--- src/rtl/spdif_pkg.sv ---
// Shared S/PDIF framing definitions: subframe geometry, block length and
// the sequencer state type used by frame_sequencer and frame_dismantle.
package spdif_pkg;

  localparam int SUBFRAME_BITS_C    = 28;
  localparam int FRAMES_PER_BLOCK_C = 192;

  // Bit offsets inside a 28-bit subframe, LSB first on the wire
  localparam int AUX_LSB_C  = 0;
  localparam int AUX_W_C    = 4;
  localparam int DATA_LSB_C = 4;
  localparam int DATA_W_C   = 20;
  localparam int V_BIT_C    = 24;
  localparam int U_BIT_C    = 25;
  localparam int C_BIT_C    = 26;
  localparam int P_BIT_C    = 27;

  typedef enum logic [1:0] {
    IDLE   = 2'd0,
    HUNT   = 2'd1,
    LOCKED = 2'd2
  } seq_state_t;

endpackage

--- src/rtl/frame_sequencer_idle_watchdog.sv ---
// Stall watchdog: counts consecutive idle cycles and pulses expired on the
// TIMEOUT-th one; clear has priority and restarts the count from zero.
module idle_watchdog #(
  parameter int TIMEOUT = 4096
) (
  input  logic clk,
  input  logic rst,
  input  logic clear,
  input  logic count_en,
  output logic expired
);

  localparam int TW = $clog2(TIMEOUT + 1);
  localparam logic [TW-1:0] LAST_COUNT = TW'(TIMEOUT - 1);

  logic [TW-1:0] timer_reg;

  assign expired = count_en && !clear && (timer_reg == LAST_COUNT);

  always_ff @(posedge clk) begin
    if (rst || clear || expired) begin
      timer_reg <= '0;
    end else if (count_en) begin
      timer_reg <= timer_reg + 1'b1;
    end
  end

endmodule

--- src/rtl/frame_sequencer.sv ---
// Locks to block-start sync, forwards the serial stream with a one-cycle
// latency and tags each bit with its frame index and channel.
module frame_sequencer
  import spdif_pkg::*;
#(
  parameter int SUBFRAME_BITS    = SUBFRAME_BITS_C,
  parameter int FRAMES_PER_BLOCK = FRAMES_PER_BLOCK_C,
  parameter int TIMEOUT          = 4096,
  parameter int BLK_W            = 16
) (
  input  logic             clk,
  input  logic             rst,
  input  logic             enable,
  input  logic             bit_valid_in,
  input  logic             bit_in,
  input  logic             sync_in,
  input  logic             kill_in,
  input  logic             done_in,
  output logic             bit_valid_out,
  output logic             bit_out,
  output logic [7:0]       frame_counter,
  output logic             in_channel,
  output logic             locked,
  output logic             block_start,
  output logic [BLK_W-1:0] block_count,
  output logic [7:0]       err_count
);

  localparam int CW = $clog2(SUBFRAME_BITS);
  localparam logic [CW-1:0] LAST_BIT   = CW'(SUBFRAME_BITS - 1);
  localparam logic [7:0]    LAST_FRAME = 8'(FRAMES_PER_BLOCK - 1);

  seq_state_t       state_reg, state_next;
  logic [CW-1:0]    bit_cnt_reg, bit_cnt_next;
  logic [7:0]       fc_reg, fc_next;
  logic             ch_reg, ch_next;
  logic             bit_out_reg, bit_out_next;
  logic             bit_valid_out_reg, bit_valid_out_next;
  logic [7:0]       frame_counter_reg, frame_counter_next;
  logic             in_channel_reg, in_channel_next;
  logic             block_start_reg, block_start_next;
  logic             locked_reg, locked_next;
  logic [BLK_W-1:0] block_count_reg, block_count_next;
  logic [7:0]       err_count_reg, err_count_next;

  logic aligned;
  logic start_block;
  logic err_inc;
  logic wd_count_en;
  logic wd_expired;

  // Only idle cycles inside LOCKED advance the watchdog; anything else restarts it
  assign wd_count_en = enable && (state_reg == LOCKED) && !bit_valid_in;

  idle_watchdog #(
    .TIMEOUT (TIMEOUT)
  ) u_watchdog (
    .clk      (clk),
    .rst      (rst),
    .clear    (!wd_count_en),
    .count_en (wd_count_en),
    .expired  (wd_expired)
  );

  assign aligned = (bit_cnt_reg == '0) && (fc_reg == '0) && !ch_reg;

  always_comb begin
    state_next         = state_reg;
    bit_cnt_next       = bit_cnt_reg;
    fc_next            = fc_reg;
    ch_next            = ch_reg;
    bit_out_next       = bit_out_reg;
    bit_valid_out_next = 1'b0;
    frame_counter_next = frame_counter_reg;
    in_channel_next    = in_channel_reg;
    block_start_next   = 1'b0;
    block_count_next   = block_count_reg;
    err_count_next     = err_count_reg;
    start_block        = 1'b0;
    err_inc            = 1'b0;

    if (!enable) begin
      state_next         = IDLE;
      bit_cnt_next       = '0;
      fc_next            = '0;
      ch_next            = 1'b0;
      bit_out_next       = 1'b0;
      frame_counter_next = '0;
      in_channel_next    = 1'b0;
      block_count_next   = '0;
      err_count_next     = '0;
    end else begin
      unique case (state_reg)
        IDLE: state_next = HUNT;
        HUNT: begin
          if (bit_valid_in && sync_in) begin
            start_block = 1'b1;
            state_next  = LOCKED;
          end
        end
        LOCKED: begin
          if (bit_valid_in) begin
            // A kill alongside sync still marks the bit as a block start
            if (sync_in && (!aligned || kill_in)) begin
              start_block = 1'b1;
              err_inc     = !kill_in;
            end else begin
              bit_out_next       = bit_in;
              bit_valid_out_next = 1'b1;
              frame_counter_next = fc_reg;
              in_channel_next    = ch_reg;
              block_start_next   = aligned;
              if (bit_cnt_reg == LAST_BIT) begin
                bit_cnt_next = '0;
                ch_next      = !ch_reg;
                if (ch_reg) begin
                  fc_next = (fc_reg == LAST_FRAME) ? 8'd0 : fc_reg + 8'd1;
                end
              end else begin
                bit_cnt_next = bit_cnt_reg + 1'b1;
              end
            end
          end
          if (kill_in || wd_expired) begin
            state_next = HUNT;
            err_inc    = 1'b1;
          end
        end
        default: state_next = IDLE;
      endcase

      if (start_block) begin
        bit_out_next       = bit_in;
        bit_valid_out_next = 1'b1;
        frame_counter_next = '0;
        in_channel_next    = 1'b0;
        block_start_next   = 1'b1;
        bit_cnt_next       = CW'(1);
        fc_next            = '0;
        ch_next            = 1'b0;
      end

      if (done_in && !kill_in) begin
        block_count_next = block_count_reg + 1'b1;
      end

      if (err_inc && (err_count_reg != 8'hFF)) begin
        err_count_next = err_count_reg + 8'd1;
      end
    end

    locked_next = (state_next == LOCKED);
  end

  always_ff @(posedge clk) begin
    if (rst) begin
      state_reg         <= IDLE;
      bit_cnt_reg       <= '0;
      fc_reg            <= '0;
      ch_reg            <= 1'b0;
      bit_out_reg       <= 1'b0;
      bit_valid_out_reg <= 1'b0;
      frame_counter_reg <= '0;
      in_channel_reg    <= 1'b0;
      block_start_reg   <= 1'b0;
      locked_reg        <= 1'b0;
      block_count_reg   <= '0;
      err_count_reg     <= '0;
    end else begin
      state_reg         <= state_next;
      bit_cnt_reg       <= bit_cnt_next;
      fc_reg            <= fc_next;
      ch_reg            <= ch_next;
      bit_out_reg       <= bit_out_next;
      bit_valid_out_reg <= bit_valid_out_next;
      frame_counter_reg <= frame_counter_next;
      in_channel_reg    <= in_channel_next;
      block_start_reg   <= block_start_next;
      locked_reg        <= locked_next;
      block_count_reg   <= block_count_next;
      err_count_reg     <= err_count_next;
    end
  end

  assign bit_valid_out = bit_valid_out_reg;
  assign bit_out       = bit_out_reg;
  assign frame_counter = frame_counter_reg;
  assign in_channel    = in_channel_reg;
  assign block_start   = block_start_reg;
  assign locked        = locked_reg;
  assign block_count   = block_count_reg;
  assign err_count     = err_count_reg;

endmodule

--- config.mk ---
export PLATFORM = sky130hd
export DESIGN_NAME = frame_sequencer
export DESIGN_NICKNAME = d
export VERILOG_FILES = /design/src/rtl/spdif_pkg.sv /design/src/rtl/frame_sequencer_idle_watchdog.sv /design/src/rtl/frame_sequencer.sv
export SDC_FILE = /design/constraint.sdc
export NUM_CORES = 1
export LEC_CHECK = 0
export CORE_MARGIN = 4
export CORE_UTILIZATION = 45
export CTS_BUF_LIST = sky130_fd_sc_hd__clkbuf_8
export DETAILED_ROUTE_END_ITERATION = 12
export GPL_TIMING_DRIVEN = 0
export PLACE_DENSITY = 0.67
export SYNTH_ARGS = -nofsm -noshare
export SYNTH_HDL_FRONTEND = slang
export SYNTH_SLANG_ARGS = --single-unit
--- constraint.sdc ---
create_clock -name clk -period 2.5 [get_ports clk]
set_input_delay 0.375 -clock clk [delete_from_list [all_inputs] [get_ports clk]]
set_output_delay 0.375 -clock clk [all_outputs]
set_load 0.02 [all_outputs]
==> impl_metrics.env <==
export IMPL_status="finished clean"
export IMPL_synth_fp_nets=387
export IMPL_fmax_mhz=442.6
export IMPL_rr_startpoint="state_reg[0]"
export IMPL_max_cap_violations=0
export IMPL_ctsHoldBuffers=0
export IMPL_core_area_um2=6794
export IMPL_ff2ff_setup_slack_ns=0.24
export IMPL_drc=0
export IMPL_path_clk_slew_ns=0.07
export IMPL_cts_sinks=66
export IMPL_arrival_ns=2.49
export IMPL_crit_chain="inv_1 > ha_1 > nand4b_1 > nor2_1 > nand3_1 > o31ai_2 > clkbuf_2 > nor2_1"
export IMPL_final_area_um2=3951
export IMPL_reg2reg_depth=8
export IMPL_cp_max_fo=10
export IMPL_slew_headroom_pct=63.17
export IMPL_required_ns=2.73
export IMPL_drt_iter0_markers=110
export IMPL_power_density_nw_per_um2=517.0
export IMPL_ir_drop_mv=0.3143
export IMPL_globalRouteTotalUtil_pct=17.06
export IMPL_grt_pass1_wl_um=11810
export IMPL_yosysWarnings=0
export IMPL_final_util_pct=58.16
export IMPL_met3_usage_pct=3.117
export IMPL_async_flop_share_pct=0
export IMPL_crit_start="state_reg[0]"
export IMPL_cts_htree_levels=3
export IMPL_vias=2751
export IMPL_dp_cells=508
export IMPL_wl_per_cell_um=13.22
export IMPL_postCtsSetupBuffers=0
export IMPL_cts_buffers=9
export IMPL_synth_top_flop_cell="dfxtp_1"
export IMPL_die_y_um=91.79
export IMPL_die_area_um2=8425
export IMPL_crit_type="flop to flop"
export IMPL_use_met2_pct=26.35
export IMPL_fin_skew_ns=0.007417
export IMPL_tightest_slew_ns=0.5524
export IMPL_totalWireLength_um=6928
export IMPL_drive_gt1_share_pct=6.542
export IMPL_hp_class="flop to flop"
export IMPL_cts_buffer_depth=2
export IMPL_cp_slowest_cell="dfxtp_1"
export IMPL_overflow=0
export IMPL_io_buffer_count=44
export IMPL_top_usage_layer="met2"
export IMPL_critPathLaunchType="flop"
export IMPL_hold_viol=0
export IMPL_critPathMostFrequentCell="nor2_1"
export IMPL_met1_usage_pct=23.38
export IMPL_yosys_top_cells_count="dfxtp_1, nand2_1, nor2_1"
export IMPL_cts_tree="done"
export IMPL_fp_dieW_um=91.79
export IMPL_synth_area_um2=3159
export IMPL_layout_nets=442
export IMPL_yosysTopAreaCell="dfxtp_1"
export IMPL_endpoint="u_watchdog.timer_reg[11]"
export IMPL_root_buffer="clkbuf_8"
export IMPL_ant_nets=0
export IMPL_ys_seq_area_share_pct=41.82
export IMPL_fp_row_count=30
export IMPL_period_share_pct=90.37
export IMPL_finalSetupViolations=0
export IMPL_synth_avg_cell_area_um2=8.585
export IMPL_vias_per_cell=5.250
export IMPL_hpwlAfterDp_um=4920
export IMPL_start_util_pct=46.50
export IMPL_clock_latency_ns=0.34
export IMPL_rsz0062_at_grt="false"
export IMPL_dpl_cell_area_um2=3720
export IMPL_synth_top_area_share_pct=41.82
export IMPL_num_antenna_cells=0
export IMPL_finalCriticalPeriod_ns=2.259
export IMPL_synth_edff_count=0
export IMPL_place_congestion=0.8513
export IMPL_drv_slew=0
export IMPL_synth_area_leaders="dfxtp_1, nand2_1, nor2_1, ha_1, xor2_1"
export IMPL_drt_pass1_iterations=4
export IMPL_cellLeakagePower_nw=1.357
export IMPL_layout_cells_non_filler=524
export IMPL_design_portCount=45
export IMPL_slowest_delay_ns=0.35
export IMPL_grt_pass1_vias=2572
export IMPL_synth_most_common_cell="dfxtp_1"
export IMPL_synth_seq_cells=66
export IMPL_antenna_found_initial=0
export IMPL_end_kind="flop"
export IMPL_holdPathStages=2
export IMPL_synth_cell_type_count=48
export IMPL_grt_max_degree=12
export IMPL_syn_to_final_growth_pct=25.07
export IMPL_largest_reg_flops=16
export IMPL_syn_inst=368
export IMPL_r2r_end="u_watchdog.timer_reg[11]"
## routing by layer
| metal | wire [um] | share of wire [%] | up-vias |
|---|---|---|---|
| met5 | 0 | 0 | - |
| met4 | 70 | 1.0 | 0 |
| met3 | 246 | 3.6 | 7 |
| met2 | 3062 | 44 | 54 |
| met1 | 3548 | 51 | 1275 |
| li1 | - | - | 1415 |
## kinds of logic after synthesis
| group | synth area share [%] |
|---|---|
| AO/OA/AOI/OAI | 13.47 |
| multiplexers | 0.6337 |
| flip-flops | 41.82 |
| buffers and inverters | 3.525 |
| XOR/XNOR | 7.485 |
| AND/OR/NAND/NOR | 28.71 |
| adder cells (fa/ha/maj) | 4.356 |
## layout by cell type, fill, tap and decap left out, types with 12 or more instances in the layout
cell	instances
o21ai_0	12
xor2_1	15
clkdlybuf4s50_1	44
nor2_1	38
nand4_1	12
inv_1	12
dfxtp_1	66
xnor2_1	12
a21oi_1	24
nand3_1	19
nand2_1	44
## metrics by stage
| stage | TNS (ns) | hold WS (ns) | power [mW] | worst slack [ns] |
|---|---|---|---|---|
| after detailed placement | -3.967 | 0.4460 | 1.151 | -0.3477 |
| after CTS | 0 | 0.4558 | 2.058 | 0.04947 |
| after floorplan | 0 | 0.4179 | 1.120 | 0.4119 |
| after global routing | 0 | 0.4796 | 2.110 | 0.02724 |
| after global placement | -3.933 | 0.4359 | 1.150 | -0.3438 |
| final | 0 | 0.4507 | 2.043 | 0.2408 |
## final cells by class
class	instances	area, um^2
fill	617	2843
multi-input combinational	273	1752
sequential	66	1321
timing repair buffer	44	440.4
clock buffer	11	151.4
tap	96	120.1
buffer	17	68.82
clock inverter	5	52.55
inverter	12	45.04
## worst min path at each step
stage | start | endpoint | slack [ns]
2_1_floorplan | u_watchdog.timer_reg[0] | u_watchdog.timer_reg[0] | 0.42
5_1_grt | frame_counter[0] | frame_counter[0] | 0.48
6_report | frame_counter[2] | frame_counter[2] | 0.45
4_1_cts | frame_counter[0] | frame_counter[0] | 0.46
3_5_place_dp | frame_counter[4] | frame_counter[4] | 0.45
3_3_place_gp | u_watchdog.timer_reg[0] | u_watchdog.timer_reg[0] | 0.44
## timing repair
item                       CTS  global route
setup endpoints to repair    1            28
gates resized for setup      1             7
pin swaps                    0             1
## critical path: cells and delay by family (launching register included)
family	cells	cell delay [ns]
AO/OA/AOI/OAI	1	0.34
buffers and inverters	2	0.37
adder cells (fa/ha/maj)	1	0.28
flip-flops	1	0.35
AND/OR/NAND/NOR	4	0.81
## where the power goes
part           switching, mW  internal, mW
Sequential           0.00279          1.05
Combinational         0.0447        0.0274
Clock                  0.405         0.510
Total                  0.453          1.59
No activity file was read; power rests on OpenSTA's default activity.
